--- src/rtl/and_hpc2_pipe_pkg.sv ---
// rtl/and_hpc2_pipe_pkg.sv - shared masking helpers for the HPC2 AND pipeline
package and_hpc2_pipe_pkg;

    function automatic int npairs(input int n);
        return n * (n - 1) / 2;
    endfunction

    // Unordered pair (i,j) -> randomness slice index, enumerated i ascending then j ascending.
    function automatic int pair_index(input int i, input int j, input int n);
        int lo;
        int hi;
        lo = (i < j) ? i : j;
        hi = (i < j) ? j : i;
        return lo * n - (lo * (lo + 1)) / 2 + (hi - lo - 1);
    endfunction

    function automatic int share_lo(input int i, input int w);
        return i * w;
    endfunction

endpackage

--- src/rtl/and_hpc2_pipe_if.sv ---
// rtl/and_hpc2_pipe_if.sv - operand/result bundle for the HPC2 AND pipeline
interface and_hpc2_pipe_if
    import and_hpc2_pipe_pkg::*;
#(
    parameter int N = 3,
    parameter int W = 1
);
    localparam int RW = W * npairs(N);

    logic          en;
    logic          in_valid;
    logic [N*W-1:0] a;
    logic [N*W-1:0] b;
    logic [RW-1:0]  r;
    logic [N*W-1:0] c;
    logic          out_valid;

    modport master (output en, output in_valid, output a, output b, output r,
                    input c, input out_valid);
    modport slave  (input en, input in_valid, input a, input b, input r,
                    output c, output out_valid);
endinterface

--- src/rtl/hpc2_cross_term.sv ---
// rtl/hpc2_cross_term.sv - one ordered-pair HPC2 cross term, two register stages
module hpc2_cross_term #(
    parameter int W = 1
) (
    input  logic         clk,
    input  logic         rst_n,
    input  logic [W-1:0] a_i,
    input  logic [W-1:0] b_j,
    input  logic [W-1:0] r_ij,
    input  logic [W-1:0] a1_i,
    input  logic         ld1,
    input  logic         ld2,
    output logic [W-1:0] term_o
);
    logic [W-1:0] u1_q, v1_q, u2_q, x2_q;
    logic [W-1:0] u1_d, v1_d, u2_d, x2_d;

    always_comb begin
        u1_d = ld1 ? (~a_i & r_ij) : u1_q;
        v1_d = ld1 ? (b_j ^ r_ij)  : v1_q;
        u2_d = ld2 ? u1_q          : u2_q;
        x2_d = ld2 ? (a1_i & v1_q) : x2_q;
    end

    always_ff @(posedge clk or negedge rst_n) begin
        if (!rst_n) begin
            u1_q <= '0;
            v1_q <= '0;
            u2_q <= '0;
            x2_q <= '0;
        end else begin
            u1_q <= u1_d;
            v1_q <= v1_d;
            u2_q <= u2_d;
            x2_q <= x2_d;
        end
    end

    // Both halves are registered before combining so glitches never mix a_i with b_j unmasked.
    assign term_o = u2_q ^ x2_q;
endmodule

--- src/rtl/and_hpc2_pipe.sv ---
// rtl/and_hpc2_pipe.sv - pipelined N-share, W-lane HPC2 masked AND with valid and stall
module and_hpc2_pipe
    import and_hpc2_pipe_pkg::*;
#(
    parameter int N = 3,
    parameter int W = 1
) (
    input  logic           clk,
    input  logic           rst_n,
    and_hpc2_pipe_if.slave bus
);
    logic ld1, ld2;
    logic v1_q, v2_q, v1_d, v2_d;
    logic [N*W-1:0] a1_q, p1_q, p2_q;
    logic [N*W-1:0] a1_d, p1_d, p2_d;
    logic [N*W-1:0] c_comb;
    logic [W-1:0]   term [N][N];

    assign ld1 = bus.en & bus.in_valid;
    assign ld2 = bus.en & v1_q;

    always_comb begin
        v1_d = bus.en ? bus.in_valid : v1_q;
        v2_d = bus.en ? v1_q         : v2_q;
        a1_d = ld1 ? bus.a           : a1_q;
        p1_d = ld1 ? (bus.a & bus.b) : p1_q;
        p2_d = ld2 ? p1_q            : p2_q;
    end

    always_ff @(posedge clk or negedge rst_n) begin
        if (!rst_n) begin
            v1_q <= 1'b0;
            v2_q <= 1'b0;
            a1_q <= '0;
            p1_q <= '0;
            p2_q <= '0;
        end else begin
            v1_q <= v1_d;
            v2_q <= v2_d;
            a1_q <= a1_d;
            p1_q <= p1_d;
            p2_q <= p2_d;
        end
    end

    for (genvar i = 0; i < N; i++) begin : g_row
        for (genvar j = 0; j < N; j++) begin : g_col
            if (i != j) begin : g_ct
                hpc2_cross_term #(.W(W)) u_ct (
                    .clk    (clk),
                    .rst_n  (rst_n),
                    .a_i    (bus.a[share_lo(i, W) +: W]),
                    .b_j    (bus.b[share_lo(j, W) +: W]),
                    .r_ij   (bus.r[pair_index(i, j, N) * W +: W]),
                    .a1_i   (a1_q[share_lo(i, W) +: W]),
                    .ld1    (ld1),
                    .ld2    (ld2),
                    .term_o (term[i][j])
                );
            end else begin : g_diag
                assign term[i][j] = '0;
            end
        end
    end

    // Compression uses stage-2 registers only; never pull stage-1 values into this XOR.
    always_comb begin
        c_comb = p2_q;
        for (int i = 0; i < N; i++) begin
            for (int j = 0; j < N; j++) begin
                c_comb[i*W +: W] = c_comb[i*W +: W] ^ term[i][j];
            end
        end
    end

    assign bus.c         = c_comb;
    assign bus.out_valid = v2_q;
endmodule

--- src/flat_wrapper.sv ---
// flat-port wrapper written by rule: the top's interface ports become plain ports
module and_hpc2_pipe_flat import and_hpc2_pipe_pkg::*;
#(
    parameter int N = 3,
    parameter int W = 1
)
  (clk, rst_n, bus_en, bus_in_valid, bus_a, bus_b, bus_r, bus_c, bus_out_valid);
  and_hpc2_pipe_if #(.N(N), .W(W)) bus_i ();
  input  logic clk;
  input  logic rst_n;
  input wire logic [$bits(bus_i.en)-1:0] bus_en;
  input wire logic [$bits(bus_i.in_valid)-1:0] bus_in_valid;
  input wire logic [$bits(bus_i.a)-1:0] bus_a;
  input wire logic [$bits(bus_i.b)-1:0] bus_b;
  input wire logic [$bits(bus_i.r)-1:0] bus_r;
  output wire logic [$bits(bus_i.c)-1:0] bus_c;
  output wire logic [$bits(bus_i.out_valid)-1:0] bus_out_valid;
  assign bus_i.en = bus_en;
  assign bus_i.in_valid = bus_in_valid;
  assign bus_i.a = bus_a;
  assign bus_i.b = bus_b;
  assign bus_i.r = bus_r;
  assign bus_c = bus_i.c;
  assign bus_out_valid = bus_i.out_valid;
  and_hpc2_pipe #(.N(N), .W(W)) u_core (.clk(clk), .rst_n(rst_n), .bus(bus_i));
endmodule
--- config.mk ---
export PLATFORM = sky130hd
export DESIGN_NAME = and_hpc2_pipe_flat
export DESIGN_NICKNAME = d
export VERILOG_FILES = /design/src/rtl/and_hpc2_pipe_pkg.sv /design/src/rtl/and_hpc2_pipe_if.sv /design/src/rtl/hpc2_cross_term.sv /design/src/rtl/and_hpc2_pipe.sv /design/src/flat_wrapper.sv
export SDC_FILE = /design/constraint.sdc
export NUM_CORES = 1
export LEC_CHECK = 0
export BUFFER_PORTS_ARGS = -buffer_cell sky130_fd_sc_hd__buf_4
export CAP_MARGIN = 10
export CORE_MARGIN = 2
export CORE_UTILIZATION = 50
export DETAILED_ROUTE_END_ITERATION = 7
export GPL_TIMING_DRIVEN = 1
export PLACE_DENSITY = 0.7
export SLEW_MARGIN = 20
export SYNTH_ARGS = -nofsm -noshare
export SYNTH_HDL_FRONTEND = slang
export SYNTH_SLANG_ARGS = --single-unit
--- constraint.sdc ---
create_clock -name clk -period 2.37 [get_ports clk]
set_clock_uncertainty 0.1 [all_clocks]
set_input_delay 0.237 -clock clk [delete_from_list [all_inputs] [get_ports clk]]
set_output_delay 0.237 -clock clk [all_outputs]
set_load 0.02 [all_outputs]
=== Word-level counts from Yosys, hierarchy flattened ===
Index checks and enable logic that the tools add are counted.

* Bits of input ports: 13
* Flip-flop bits (word level): 35
* Output and inout bits: 4

* Bitwise operators: 36

{| class="wikitable"
|+ Operator list
! kind !! number
|-
| XOR 1 bit || 18
|-
| AND 1 bit || 14
|-
| AND 3 bit || 1
|-
| inverter 1 bit || 3
|}

=== Longest topological paths before layout ===
Gate-level depths: netlist of the first run.

* Depth after elaboration: 3
* Depth in mapped cells: 4

=== Cells and area by module ===
From an unflattened synthesis of the first run, not the netlist that was laid out.

* Cells, all modules: 130
* Area total of the unflattened synthesis: 1,486.4 um2

{| class="wikitable"
|+ By module, submodules not included
! module !! area each (um2) !! cells each !! times used !! sequential area each (um2)
|-
| hpc2_cross_term || 168.9 || 15 || 6 || 100.1
|-
| and_hpc2_pipe || 473.0 || 40 || 1 || 275.3
|}

=== Worst setup path after synthesis of the first run ===
Ideal clock, no wire load.

* Path type: reg2out
* Start point: register u_core.g_row[1].g_col[0].g_ct.u_ct.x2_q
* End point: output port bus_c[1]
* Path slack: 928 ps
* Required time: 2,033 ps
* Stages on the path, launching flop included: 3
* Arrival time: 1,105 ps
* Buffers on the path: 0
* Cells stage by stage: dfrtp_1 -> xnor3_1 -> xnor2_1

* Longest elaborated chain between the ends: 3

{| class="wikitable"
|+ RTL lines
! what !! RTL line !! RTL
|-
| start: declaration || hpc2_cross_term.sv:15 || <nowiki>logic [W-1:0] u1_q, v1_q, u2_q, x2_q;</nowiki>
|-
| start signal: assignment || hpc2_cross_term.sv:30 || <nowiki>x2_q <= '0;</nowiki>
|-
| start signal: assignment || hpc2_cross_term.sv:35 || <nowiki>x2_q <= x2_d;</nowiki>
|-
| XOR 1 bit || hpc2_cross_term.sv:40 || <nowiki>assign term_o = u2_q ^ x2_q;</nowiki>
|-
| XOR 1 bit (2 in series) || and_hpc2_pipe.sv:71 || <nowiki>c_comb[i*W +: W] = c_comb[i*W +: W] ^ term[i][j];</nowiki>
|-
| end: declaration || flat_wrapper.sv:16 || <nowiki>output wire logic [$bits(bus_i.c)-1:0] bus_c;</nowiki>
|}

No other way between the ends.

=== Worst setup path in the final report of the first run ===
Ends and elaborated chain as after synthesis.

==> results.txt, run 1 <==
The flow ran to the end, and the final reports show no timing, DRC or antenna violations. For the register cell area after layout, the log shows 876 µm². The number of different library cells used by synthesis comes to 18.

Across the run, the number of max-cap violations was 0. The number of antenna diodes in the final layout is 0. For the total vias in the final route, the log shows 1057. A synthesized cell averages 11.8 µm². The placer's final routability congestion estimate is 0.729. The sequential fraction of the synthesis area came out at 0.550.

On the critical path the largest part of the delay comes from XOR/XNOR gates. The leakage dissipation came out at 0.000817 µW. The detail route stage leaves a number of antenna-violating nets equal to 0. The headroom to the max-slew limit was 0.649. The cell with the largest stage delay on the worst path is sky130_fd_sc_hd__xnor3_1.

Setup violations remaining at the end of the flow were counted as 0. Hold path startpoint: bus_a[1]. The first-iteration detailed-routing DRC count was 61. For the worst setup path, the data required time is 2.03 ns. The maximum cell stage delay along the critical path is 0.42 ns. Total number of nets in the final design: 164. The leading area contributor after synthesis is sky130_fd_sc_hd__dfrtp_1.

The tools report the number of antenna violations at the first check in global routing as 0. The worst register-to-register path begins at u_core.v1_q. The clock root buffer is sky130_fd_sc_hd__clkbuf_4.

The post-cts repair resize count was 0; the slack of the worst reg-to-reg path was 0.97 ns. Leaving out fill and tap cells, the most frequent cells in the layout are sky130_fd_sc_hd__dfrtp_1 (35), sky130_fd_sc_hd__inv_1 (17), sky130_fd_sc_hd__o21ai_0 (17). TritonCTS built the clock tree. After detailed routing, the average wire length per cell comes to 14.9 µm. The area added between synthesis and finish came out at 12.6%.

The number of failing hold endpoints at the final stage was 0; the power density over cell area was 904 nW/µm². The die is 60.4 µm wide. The floorplan step defined a die boundary enclosing 3650 µm². The time the final worst path needs with I/O delays and setup is 1.76 ns.

The maximum count of clock buffers along a single path is 2. The via count of the first global-routing pass was 1038. Of all nets on the critical path, the largest fanout is 2. The commonest non-fill, non-tap cell in the layout is sky130_fd_sc_hd__dfrtp_1. The number of nets in the synthesized netlist was 148. The proportion of layout cells with a drive suffix above 1 came out at 0.237. Detailed placement ended at an HPWL of 1.99 mm. The area share of the leading cell type in the synthesized netlist is 0.550, and the hold path depth is 2. The data arrival at the endpoint of the critical path was 1.42 ns. The run gives 0 as the number of remaining DRC errors. The final worst-path cycle share is 0.742, and the transition time at the pin with the least slew margin is 0.527 ns. The tree built by TritonCTS fans out to 35 sinks.

The first-pass detailed-route iteration total was 4. The endpoint type of the worst setup path is a primary output. The total setup buffers inserted after CTS was 0. The site row count is 20, and the count of pins on the block boundary is 17.

Using the TritonRoute via totals, the vias-per-cell ratio works out to 5.39. The tools report the multi-input combinational cell area as 599 µm². Buffers inserted during clock tree synthesis total 5.

Sorting the synthesized cells by area gives the leading types as sky130_fd_sc_hd__dfrtp_1 (55%), sky130_fd_sc_hd__mux2_2 (5.7%), sky130_fd_sc_hd__o21ai_0 (5.3%). Clock-pin slew was measured on the worst setup and hold paths at 0.10 ns. The logs give 3050 µm² for the placeable core region and 404 µV for the worst supply voltage drop on vdd. Endpoint of the worst hold-timing path: u_core.a1_q[1]. The synthesized instance count was 135.

Worst min-delay path class: primary input to flop. The die extent in y was 60.4 µm. The worst register-to-register path ends at u_core.p2_q[2]. The run gives 0.33 ns as the clock latency on the worst-skew pair.

Yosys printed 0 warnings. The layout has 278 filler cells. Power comes to 1620 µW.

The logs give 0 for the total global routing overflow and 36 for the pin count of the biggest net entering global routing. The count of buffers added on input and output ports is 16. The critical path crosses 3 cells after its start point. Synthesis inferred 35 register bits. After synthesis the cells add up to 1590 µm². The first global-routing pass estimated 5.09 mm of wire. Peak clock frequency supported by timing: 569 MHz. Setup repair after global routing left no endpoint under its margin.

The critical path in this run is classified as flop to primary output. Traced cell by cell, the critical path runs through xnor3_1 > xnor2_1 > buf_4. The tools report the final wirelength as 2.92 mm.

The starting utilization of the core area was 0.522. The logs give 0.195 for the total routing resource utilization after global routing and 2 for the number of H-tree branching levels. The total buffers and inverters traversed by the critical path is 1, and the setup TNS is 0 ns.

The tools report the number of slew-limit violations in the final report as 0. The number of cells traversed by the worst register-to-register path is 2. The worst setup path is launched from a flop.
cell families after synthesis:
| kind of cell | count (synthesis) | synth area share |
|---|---|---|
| and+or+nand+nor | 19 | 0.0825 |
| buffers and inverters | 25 | 0.0738 |
| xor gates and xnor gates | 15 | 0.108 |
| AOI/OAI and AO/OA | 29 | 0.0911 |
| DFF | 35 | 0.550 |
| muxes | 12 | 0.0943 |
worst max path at each step:
stage                                             from                                 endpoint
6_report       u_core.g_row[1].g_col[0].g_ct.u_ct.x2_q                                 bus_c[1]
3_5_place_dp                                    bus_en  u_core.g_row[0].g_col[1].g_ct.u_ct.u1_q
2_1_floorplan  u_core.g_row[1].g_col[0].g_ct.u_ct.x2_q                                 bus_c[1]
5_1_grt                                 u_core.p2_q[0]                                 bus_c[0]
4_1_cts                                 u_core.p2_q[0]                                 bus_c[0]
3_3_place_gp                            u_core.p2_q[0]                                 bus_c[0]
power breakdown:
group          total [µW]  internal, µW  switching [µW]
logic                 489           263             226
clock network         362           175             188
registers             770           698            71.9
total                1620          1140             486
through the flow:
stage                     area, µm²  instances   util  hold slack, ns  worst slack, ns
final                          1790        196  0.587          0.0737            0.612
after CTS                      1790        196  0.587          0.0603            0.598
after global placement         1710        187  0.561           0.106            0.963
after floorplan                1590        135      -          -0.159            0.928
after detailed placement       1710        187  0.561           0.110            0.961
after global routing           1790        196  0.587          0.0552            0.526
cell type report:
| class | instances | share of cell area |
|---|---|---|
| Multi-Input combinational cell | 75 | 0.334 |
| Timing Repair Buffer | 17 | 0.0726 |
| Clock buffer | 8 | 0.0384 |
| Tap cell | 44 | 0.0307 |
| Inverter | 17 | 0.0356 |
| Sequential cell | 35 | 0.488 |
synth_stat cells:
master	n
sky130_fd_sc_hd__xnor3_1	3
sky130_fd_sc_hd__buf_4	1
sky130_fd_sc_hd__xor2_1	3
sky130_fd_sc_hd__o21ai_0	17
sky130_fd_sc_hd__buf_6	2
sky130_fd_sc_hd__mux2_4	4
sky130_fd_sc_hd__and2_1	1
sky130_fd_sc_hd__and2_4	1
sky130_fd_sc_hd__nand4_1	9
sky130_fd_sc_hd__nand2_1	2
sky130_fd_sc_hd__nand4b_1	6
sky130_fd_sc_hd__buf_2	4
sky130_fd_sc_hd__xnor2_1	9
sky130_fd_sc_hd__a21oi_1	12
sky130_fd_sc_hd__mux2_2	8
sky130_fd_sc_hd__dfrtp_1	35
sky130_fd_sc_hd__clkbuf_1	1
sky130_fd_sc_hd__inv_1	17
flip-flops by register name, summed over array words and instances, names as in the netlist:
name / cells
u_core.g_row.g_col.g_ct.u_ct.u1_q: 6
u_core.bus.out_valid: 1
u_core.g_row.g_col.g_ct.u_ct.x2_q: 6
u_core.g_row.g_col.g_ct.u_ct.v1_q: 6
u_core.a1_q: 3
u_core.p2_q: 3
u_core.v1_q: 1
u_core.g_row.g_col.g_ct.u_ct.u2_q: 6
u_core.p1_q: 3
worst reg2reg max path: stages (launching register included):
cell and delay [ns]:
sky130_fd_sc_hd__dfrtp_1 0.51, sky130_fd_sc_hd__and2_4 0.32, sky130_fd_sc_hd__mux2_2 0.36
per-layer routing:
| layer | global-route usage | wire [µm] | up-vias |
|---|---|---|---|
| li1 | - | - | 494 |
| met1 | 0.273 | 1310 | 514 |
| met2 | 0.287 | 1380 | 45 |
| met3 | 0.0554 | 194 | 4 |
| met4 | 0.0839 | 27 | 0 |
| met5 | 0 | 0 | - |
timing repair:
action,CTS,global route
hold endpoints to repair,35,0
endpoints found under the setup margin,0,0
hold buffers,1,0
(Power assumes the default switching activity.)
==> run 2, diff against run 1 <==
Clock period 2.37 ns to 1.7 ns, I/O delays scaled along.
==> results.txt, run 2 (synthesis gave the netlist of run 1 again) <==
0 antenna diodes ended up in the layout. For the headroom to the max-slew limit, the log shows 0.659. For the maximum count of clock buffers along a single path, the log shows 2. In this run the core area contains 20 standard-cell rows. Walking the worst path, the cells encountered are xnor3_1 > xnor2_1 > buf_4. The pin count of the biggest net entering global routing was 36; the maximum cell stage delay along the critical path was 0.41 ns. The die covers 3650 µm². The via count of the first global-routing pass was 1031. Derived from the worst setup path, the maximum achievable clock frequency is 593 MHz.

The final worst-path cycle share is 0.992, and the placer's final routability congestion estimate is 0.734. Across the run, the number of max-cap violations was 0. Starting utilization of the core area: 0.522. The run finished with clean final reports. After detailed placement, the design holds a cell count of 188.

The run gives 2.03 mm as the sum of net half-perimeters after detailed placement. Kind of cell adding the most delay to the critical path: XOR/XNOR gates. The count of antenna-violating nets left after detailed routing was 0.

The run gives 1820 µm² as the total non-filler cell area in the finished layout. The die width was 60.4 µm. Worst min-delay path class: primary input to flop. Counting the fill cells in the layout gives 272.

The total buffers and inverters traversed by the critical path was 1; the first-pass GRT wire length was 4.98 mm. CTS built an H-tree with a depth of 2. The first TritonRoute pass finished after 4 iterations. For the count of endpoints failing setup in the final report, the log shows 0. Number of clock sinks: 35. Summed over all layers, the global routing overflow is 0. At the pin with the least slew margin, the transition time is 0.512 ns.

In this run the worst path has a maximum fanout of 2. The count of input and output buffers was 16. In the layout the commonest cells are sky130_fd_sc_hd__dfrtp_1 (35), sky130_fd_sc_hd__buf_4 (19), sky130_fd_sc_hd__inv_1 (17), sky130_fd_sc_hd__o21ai_0 (17), sky130_fd_sc_hd__a21oi_1 (12). Endpoint type of the worst setup path: a primary output. The run gives 47 as the first-iteration detailed-routing DRC count. The per-cell routed wire length came out at 14.9 µm. The library cell used most frequently in the layout, excluding fill and tap cells, is sky130_fd_sc_hd__dfrtp_1.

The tools report the leakage dissipation as 0.000830 µW. Summing all placed instances gives a cell area of 1720 µm². Total routing resource utilization after global routing: 0.195. The number of failing hold endpoints at the final stage was 0. The clock latency on the worst-skew pair was 0.33 ns; the ratio of routed vias to standard cells was 5.21. The area growth from synthesis to layout is 14.1%. The tools report the total clock buffers created by CTS as 5. 17 I/O pins were placed.

After detailed routing, the number of remaining DRC violations is 0. STA classifies the critical path startpoint as a flop. The slowest stage of the critical path belongs to the cell sky130_fd_sc_hd__xnor3_1. The run gives 0.595 as the end-of-flow core utilization. The worst supply voltage drop on vdd was 578 µV. TritonCTS built the clock tree. The tools report the number of slew-limit violations in the final report as 0. The worst path needs 1.69 ns of the cycle, external delays included. For the worst setup path, the data required time is 1.43 ns.

The die extent in y is 60.4 µm, and the post-cts repair resize count is 0. Setup repair after global routing could not meet its margin everywhere. Power density over cell area: 1190 nW/µm². For the number of antenna violations at the first check in global routing, the log shows 0. Clock-pin slew was measured on the worst setup and hold paths at 0.09 ns. Number of standard cells in the final layout excluding fillers: 200. The routed design has 2.97 mm of wire.

By startpoint and endpoint, the worst setup path is classified as flop to primary output. The root buffer cell chosen for the clock tree is sky130_fd_sc_hd__clkbuf_4. In this run the standard cell core region covers 3050 µm². The proportion of layout cells with a drive suffix above 1 was 0.237; the total number of nets in the final design was 170. For the data arrival at the endpoint of the critical path, the log shows 1.42 ns. Detailed routing inserted a total of 1041 vias.
==> run 2: cell count changes in the layout (fill, tap and decap cells not counted), sizes merged <==
| cell | previous run | this run |
|---|---|---|
| buf | 16 | 19 |
| clkbuf | 8 | 6 |
| dlygate4sd3 | 1 | 4 |
==> run 2: tightest hold or removal path, stage by stage <==
cell,delay [ns]
sky130_fd_sc_hd__buf_4,0.11
sky130_fd_sc_hd__nand4_1,0.06
sky130_fd_sc_hd__o21ai_0,0.08
==> run 2: area by class of cell <==
type | instances | area [µm²] | share of cell area
Multi-Input combinational cell | 75 | 599 | 0.330
Clock buffer | 6 | 41.3 | 0.0227
Timing Repair Buffer | 23 | 183 | 0.100
Tap cell | 44 | 55.1 | 0.0303
Inverter | 17 | 63.8 | 0.0351
Sequential cell | 35 | 876 | 0.482
==> run 2: layer usage <==
metal	routed length (µm)	track usage	vias to the layer above
met2	1410	0.283	28
met5	0	0	-
met1	1360	0.275	503
li1	-	-	502
met3	142	0.0640	8
met4	63	0.0776	0
==> run 2: worst paths after layout <==
path                                                    startpoint                                      end  slack, ns  cells past startpoint
setup / recovery                                    u_core.p2_q[0]                                 bus_c[0]       0.01                      3
hold / removal                                            bus_b[2]                           u_core.p1_q[2]       0.03                      3
setup reg to reg                                       u_core.v1_q  u_core.g_row[0].g_col[2].g_ct.u_ct.u2_q       0.46                      3
hold reg to reg            u_core.g_row[0].g_col[1].g_ct.u_ct.u1_q  u_core.g_row[0].g_col[1].g_ct.u_ct.u2_q       0.42                      1
max in group asynchronous                                    rst_n                           u_core.p1_q[1]       0.98                      2
min in group asynchronous                                    rst_n                     u_core.bus.out_valid       0.21                      2
==> run 2: where the power goes <==
group	leakage [µW]	switching (µW)	internal [µW]
registers	0.000437	92.8	973
logic	0.000369	323	386
clock network	0.0000242	241	147
total	0.000830	658	1510
==> run 2: what timing repair did <==
action | 4_1_cts | 5_1_grt
buffers inserted | 1 | 1
hold endpoints to repair | 38 | 0
hold buffers | 4 | 0
endpoints found under the setup margin | 1 | 3
pin swaps | 0 | 1
==> run 2: per-stage QoR <==
step	total power [µW]	TNS, ns	setup slack [ns]	hold WS [ns]
finish	2160	0	0.0142	0.0329
detailed placement	1780	0	0.361	0.0446
floorplan	1540	0	0.325	-0.226
global route	2290	-0.132	-0.0555	0.0264
CTS	2180	0	0.000864	0.0230
global placement	1750	0	0.391	0.0392
==> run 3, diff against run 2 <==
Settings changed: ABC_AREA set to 1, PLACE_DENSITY 0.7 to 0.69.
==> results.txt, run 3 <==
The flow ran to the end, and the final reports show no timing, DRC or antenna violations. TritonCTS created 5 clock buffers. The analysis attributes to net switching a power of 640 µW. The count of different cell masters after synthesis is 14. The data arrival at the endpoint of the critical path came out at 1.77 ns.

The total setup buffers inserted after CTS is 0, and the placeable core region is 3080 µm². The run gives 0.503 as the relative contribution of sequential cells to total power. The startpoint identified for the worst register-to-register timing path is u_core.p1_q[1].

The time the final worst path needs with I/O delays and setup works out to 1.65 ns. The tools report the slack of the worst reg-to-reg path as 0.40 ns. After synthesis, the largest family of logic cells by area is simple AND/OR/NAND/NOR gates. For the pin with the worst max-slew slack, the measured transition is 0.423 ns. For this run, the leading register cell type out of synthesis is sky130_fd_sc_hd__dfrtp_1. In this run the count of I/O pins placed on the die edge is 17. For the count of antenna-violating nets left after detailed routing, the log shows 0. The synthesized design spends more area on one cell type than any other, namely sky130_fd_sc_hd__dfrtp_1.

The site row count is 20, and the power density over cell area is 1090 nW/µm². Setup repair after global routing left no endpoint under its margin. The run gives 0 as the number of antenna violations at the first check in global routing. The worst setup path is captured at a flop. The complex-gate fraction of the synthesized area works out to 0.117. Summing over every cut layer, the via total after detailed routing is 1241. For the slack of the critical path, the log shows 0.0492 ns. Summed over all cells, the static leakage comes to 0.000913 µW.

The number of enable flip-flop cells after synthesis was 0; the hold path depth was 3. The switching share of power was 0.311. The commonest cells after synthesis are sky130_fd_sc_hd__nand2_1 (52), sky130_fd_sc_hd__dfrtp_1 (35), sky130_fd_sc_hd__inv_1 (23), sky130_fd_sc_hd__nand3_1 (20), sky130_fd_sc_hd__o21ai_1 (18). For the number of nets in the synthesized netlist, the log shows 199.

The die extent in y is 61.0 µm. Endpoint of the worst hold-timing path: u_core.p1_q[0]. At the end of routability-driven placement, the weighted congestion stood at 0.769. The most used standard cell by instance count after synthesis is sky130_fd_sc_hd__nand2_1.

The setup path with the least slack is of type primary input to flop. The first global-routing pass estimated 5.33 mm of wire. Category of the worst setup path launch point: a primary input. The die width was 61.0 µm; the internal portion of total power was 1420 µW. In the routed layout, each cell is associated on average with a via count of 4.85. Leaving out fill and tap cells, the most frequent cells in the layout are sky130_fd_sc_hd__nand2_1 (52), sky130_fd_sc_hd__dfrtp_1 (35), sky130_fd_sc_hd__inv_1 (23).

The mux contribution to synthesized area came out at 0. Setup TNS: 0 ns. The combinational group share of total power is 0.252, and the register cell area after layout is 876 µm². The share of flip-flops with an asynchronous set or reset after synthesis is 1.00, and the total of fill cells in the finished design is 280.

For the worst setup path, the data required time is 1.82 ns. The critical path's most frequent cell is sky130_fd_sc_hd__dlygate4sd3_1. Before CTS, the worst setup slack after placement is 0.498 ns. No sink is reached through more buffers than the 2 on the longest clock path. The flop and latch count out of synthesis works out to 35.

The root buffer cell chosen for the clock tree is sky130_fd_sc_hd__clkbuf_4. The sum of net half-perimeters after detailed placement is 2.05 mm, and the peak clock frequency supported by timing is 606 MHz. For the number of maximum-capacitance constraint violations, the log shows 0. In the routed design, unresolved DRC markers number 0. Relative to the synthesized area, the layout overhead comes to 17.0%. The largest fanout on the critical path works out to 18. The via count of the first global-routing pass came out at 1242. The floorplan step defined a die boundary enclosing 3710 µm². Summing all multi-input logic gate instances after layout gives 607 µm².

The pin count of the biggest net entering global routing is 36. The sequential fraction of the synthesis area was 0.540; the total routing resource utilization after global routing was 0.200. The worst register-to-register path has a depth of 3. The total buffers and inverters traversed by the critical path was 4; the total non-filler cell area in the finished layout was 1900 µm².

TritonCTS built the clock tree. The clock tree synthesis step divided the H-tree into 2 levels. The number of slew-limit violations in the final report came out at 0. Number of failing hold endpoints at the final stage: 0. Traced cell by cell, the critical path runs through dlygate4sd3_1 > buf_4 > nand2_2 > inv_6 > nand3_2 > o21ai_2 > dlygate4sd3_1. The headroom to the max-slew limit came out at 0.718. The tools report the Yosys warning count as 0. The critical path runs through a total of 7 cells. Among all stages on the critical path, the largest delay is contributed by sky130_fd_sc_hd__dlygate4sd3_1. The tools report the final wirelength as 2.90 mm. The worst supply voltage drop on vdd was 644 µV; the starting utilization of the core area was 0.527. After synthesis the cells add up to 1620 µm². In this run the most critical hold path is launched from bus_b[0].

After synthesis, the cell types taking the most area are sky130_fd_sc_hd__dfrtp_1 (54%), sky130_fd_sc_hd__nand2_1 (12%), sky130_fd_sc_hd__nand3_1 (6.2%). The xor-xnor portion of the synthesized cell area was 0.0648. At the end of the flow, the number of nets in the layout was 224. At the later pin of the worst-skew pair, clock insertion delay measures 0.33 ns.

The final worst-path cycle share came out at 0.971. The first-pass detailed-route iteration total is 4, and the mean instance size in the synthesized netlist is 8.72 µm². During placement, the flow inserted port buffers numbering 16. The maximum cell stage delay along the critical path is 0.56 ns. Leaving out fill and tap cells, the most frequent cell in the layout is sky130_fd_sc_hd__nand2_1.

The logs give 0 for the total global routing overflow and 35 for the number of clock sinks. Synthesis produced 186 cells. The area share of the leading cell type in the synthesized netlist was 0.540; the proportion of layout cells with a drive suffix above 1 was 0.151. After detailed routing, the average wire length per cell comes to 11.3 µm. The run gives 0.245 as the power share of the clock group. In this run the worst hold path is classified as primary input to flop.

The number of antenna diodes in the final layout is 0. Among cell families on the critical path, the largest total delay comes from buffers and inverters. Endpoint of the worst register-to-register path: u_core.p1_q[1].

The area share of fa/ha/maj cells after synthesis was 0. After detailed placement, the total cell area comes to 1760 µm². The register clock-pin slew on the reported worst setup and hold paths works out to 0.10 ns. The first-iteration detailed-routing DRC count was 41; the synthesized-area fraction occupied by and/or/nand/nor cells was 0.192. The count of endpoints failing setup in the final report came out at 0.
## run 3: cell count changes after synthesis, sizes merged, moves of 3 or more
| cell | before | now |
|---|---|---|
| nand4 | 9 | 0 |
| xnor3 | 3 | 0 |
| o21ai | 17 | 35 |
| nand4b | 6 | 0 |
| inv | 17 | 24 |
| nand3 | 0 | 21 |
| nand2 | 2 | 53 |
| mux2 | 12 | 0 |
| a21oi | 12 | 0 |
## run 3: final cells by class
type,instances,area share
clock buffers,8,0.0363
well taps,44,0.0290
repair buffers,24,0.103
inverters,24,0.0501
flip-flops and latches,35,0.462
multi-input cells,121,0.320
## run 3: repair_timing
action | in CTS | in global routing
hold endpoints to repair | 39 | 0
hold buffers | 6 | 0
setup endpoints to repair | 0 | 1
resized for setup | 0 | 3
## run 3: worst max path at each step
stage / from / endpoint / slack, ns
2_1_floorplan: u_core.g_row[0].g_col[1].g_ct.u_ct.x2_q / bus_c[0] / 0.63
3_3_place_gp: u_core.g_row[0].g_col[1].g_ct.u_ct.x2_q / bus_c[0] / 0.56
3_5_place_dp: u_core.p2_q[0] / bus_c[0] / 0.50
4_1_cts: bus_en / u_core.p1_q[1] / 0.04
5_1_grt: bus_en / u_core.p1_q[1] / 0.003
6_report: bus_en / u_core.p1_q[1] / 0.05
## run 3: metrics by stage
stage / power, µW / std cells / utilization / hold slack, ns
floorplan: 1390 / 186 / - / -0.226
global placement: 1530 / 242 / 0.573 / 0.0370
detailed placement: 1570 / 242 / 0.573 / 0.0445
CTS: 2080 / 256 / 0.615 / 0.0114
global route: 2210 / 256 / 0.616 / 0.0263
finish: 2060 / 256 / 0.616 / 0.0179
## run 3: worst reg2reg max path: stages, from the launching register on
cell and delay, ns:
sky130_fd_sc_hd__dfrtp_1 0.37, sky130_fd_sc_hd__inv_1 0.09, sky130_fd_sc_hd__o21ai_2 0.07, sky130_fd_sc_hd__dlygate4sd3_1 0.56
## run 3: power by group through the flow
stage / Sequential [µW] / Clock (µW) / Combinational, µW
after floorplan: 1040 / 0 / 352
after global placement: 1050 / 0 / 488
after detailed placement: 1050 / 0 / 513
after CTS: 1040 / 521 / 527
after global routing: 1060 / 559 / 594
final: 1040 / 504 / 521
## run 3: cell families (layout without fill, tap and decap cells)
kind of cell / Yosys count / in the layout
AOI/OAI and AO/OA: 35 / 35
DFF: 35 / 35
buffers and inverters: 30 / 56
xor gates and xnor gates: 12 / 12
and+or+nand+nor: 74 / 74
## run 3: layer usage
| layer | vias to the layer above | routed length (µm) | global-route usage |
|---|---|---|---|
| li1 | 647 | - | - |
| met1 | 570 | 1360 | 0.248 |
| met2 | 17 | 1400 | 0.336 |
| met3 | 7 | 96 | 0.0576 |
| met4 | 0 | 42 | 0.0652 |
| met5 | - | 0 | 0 |
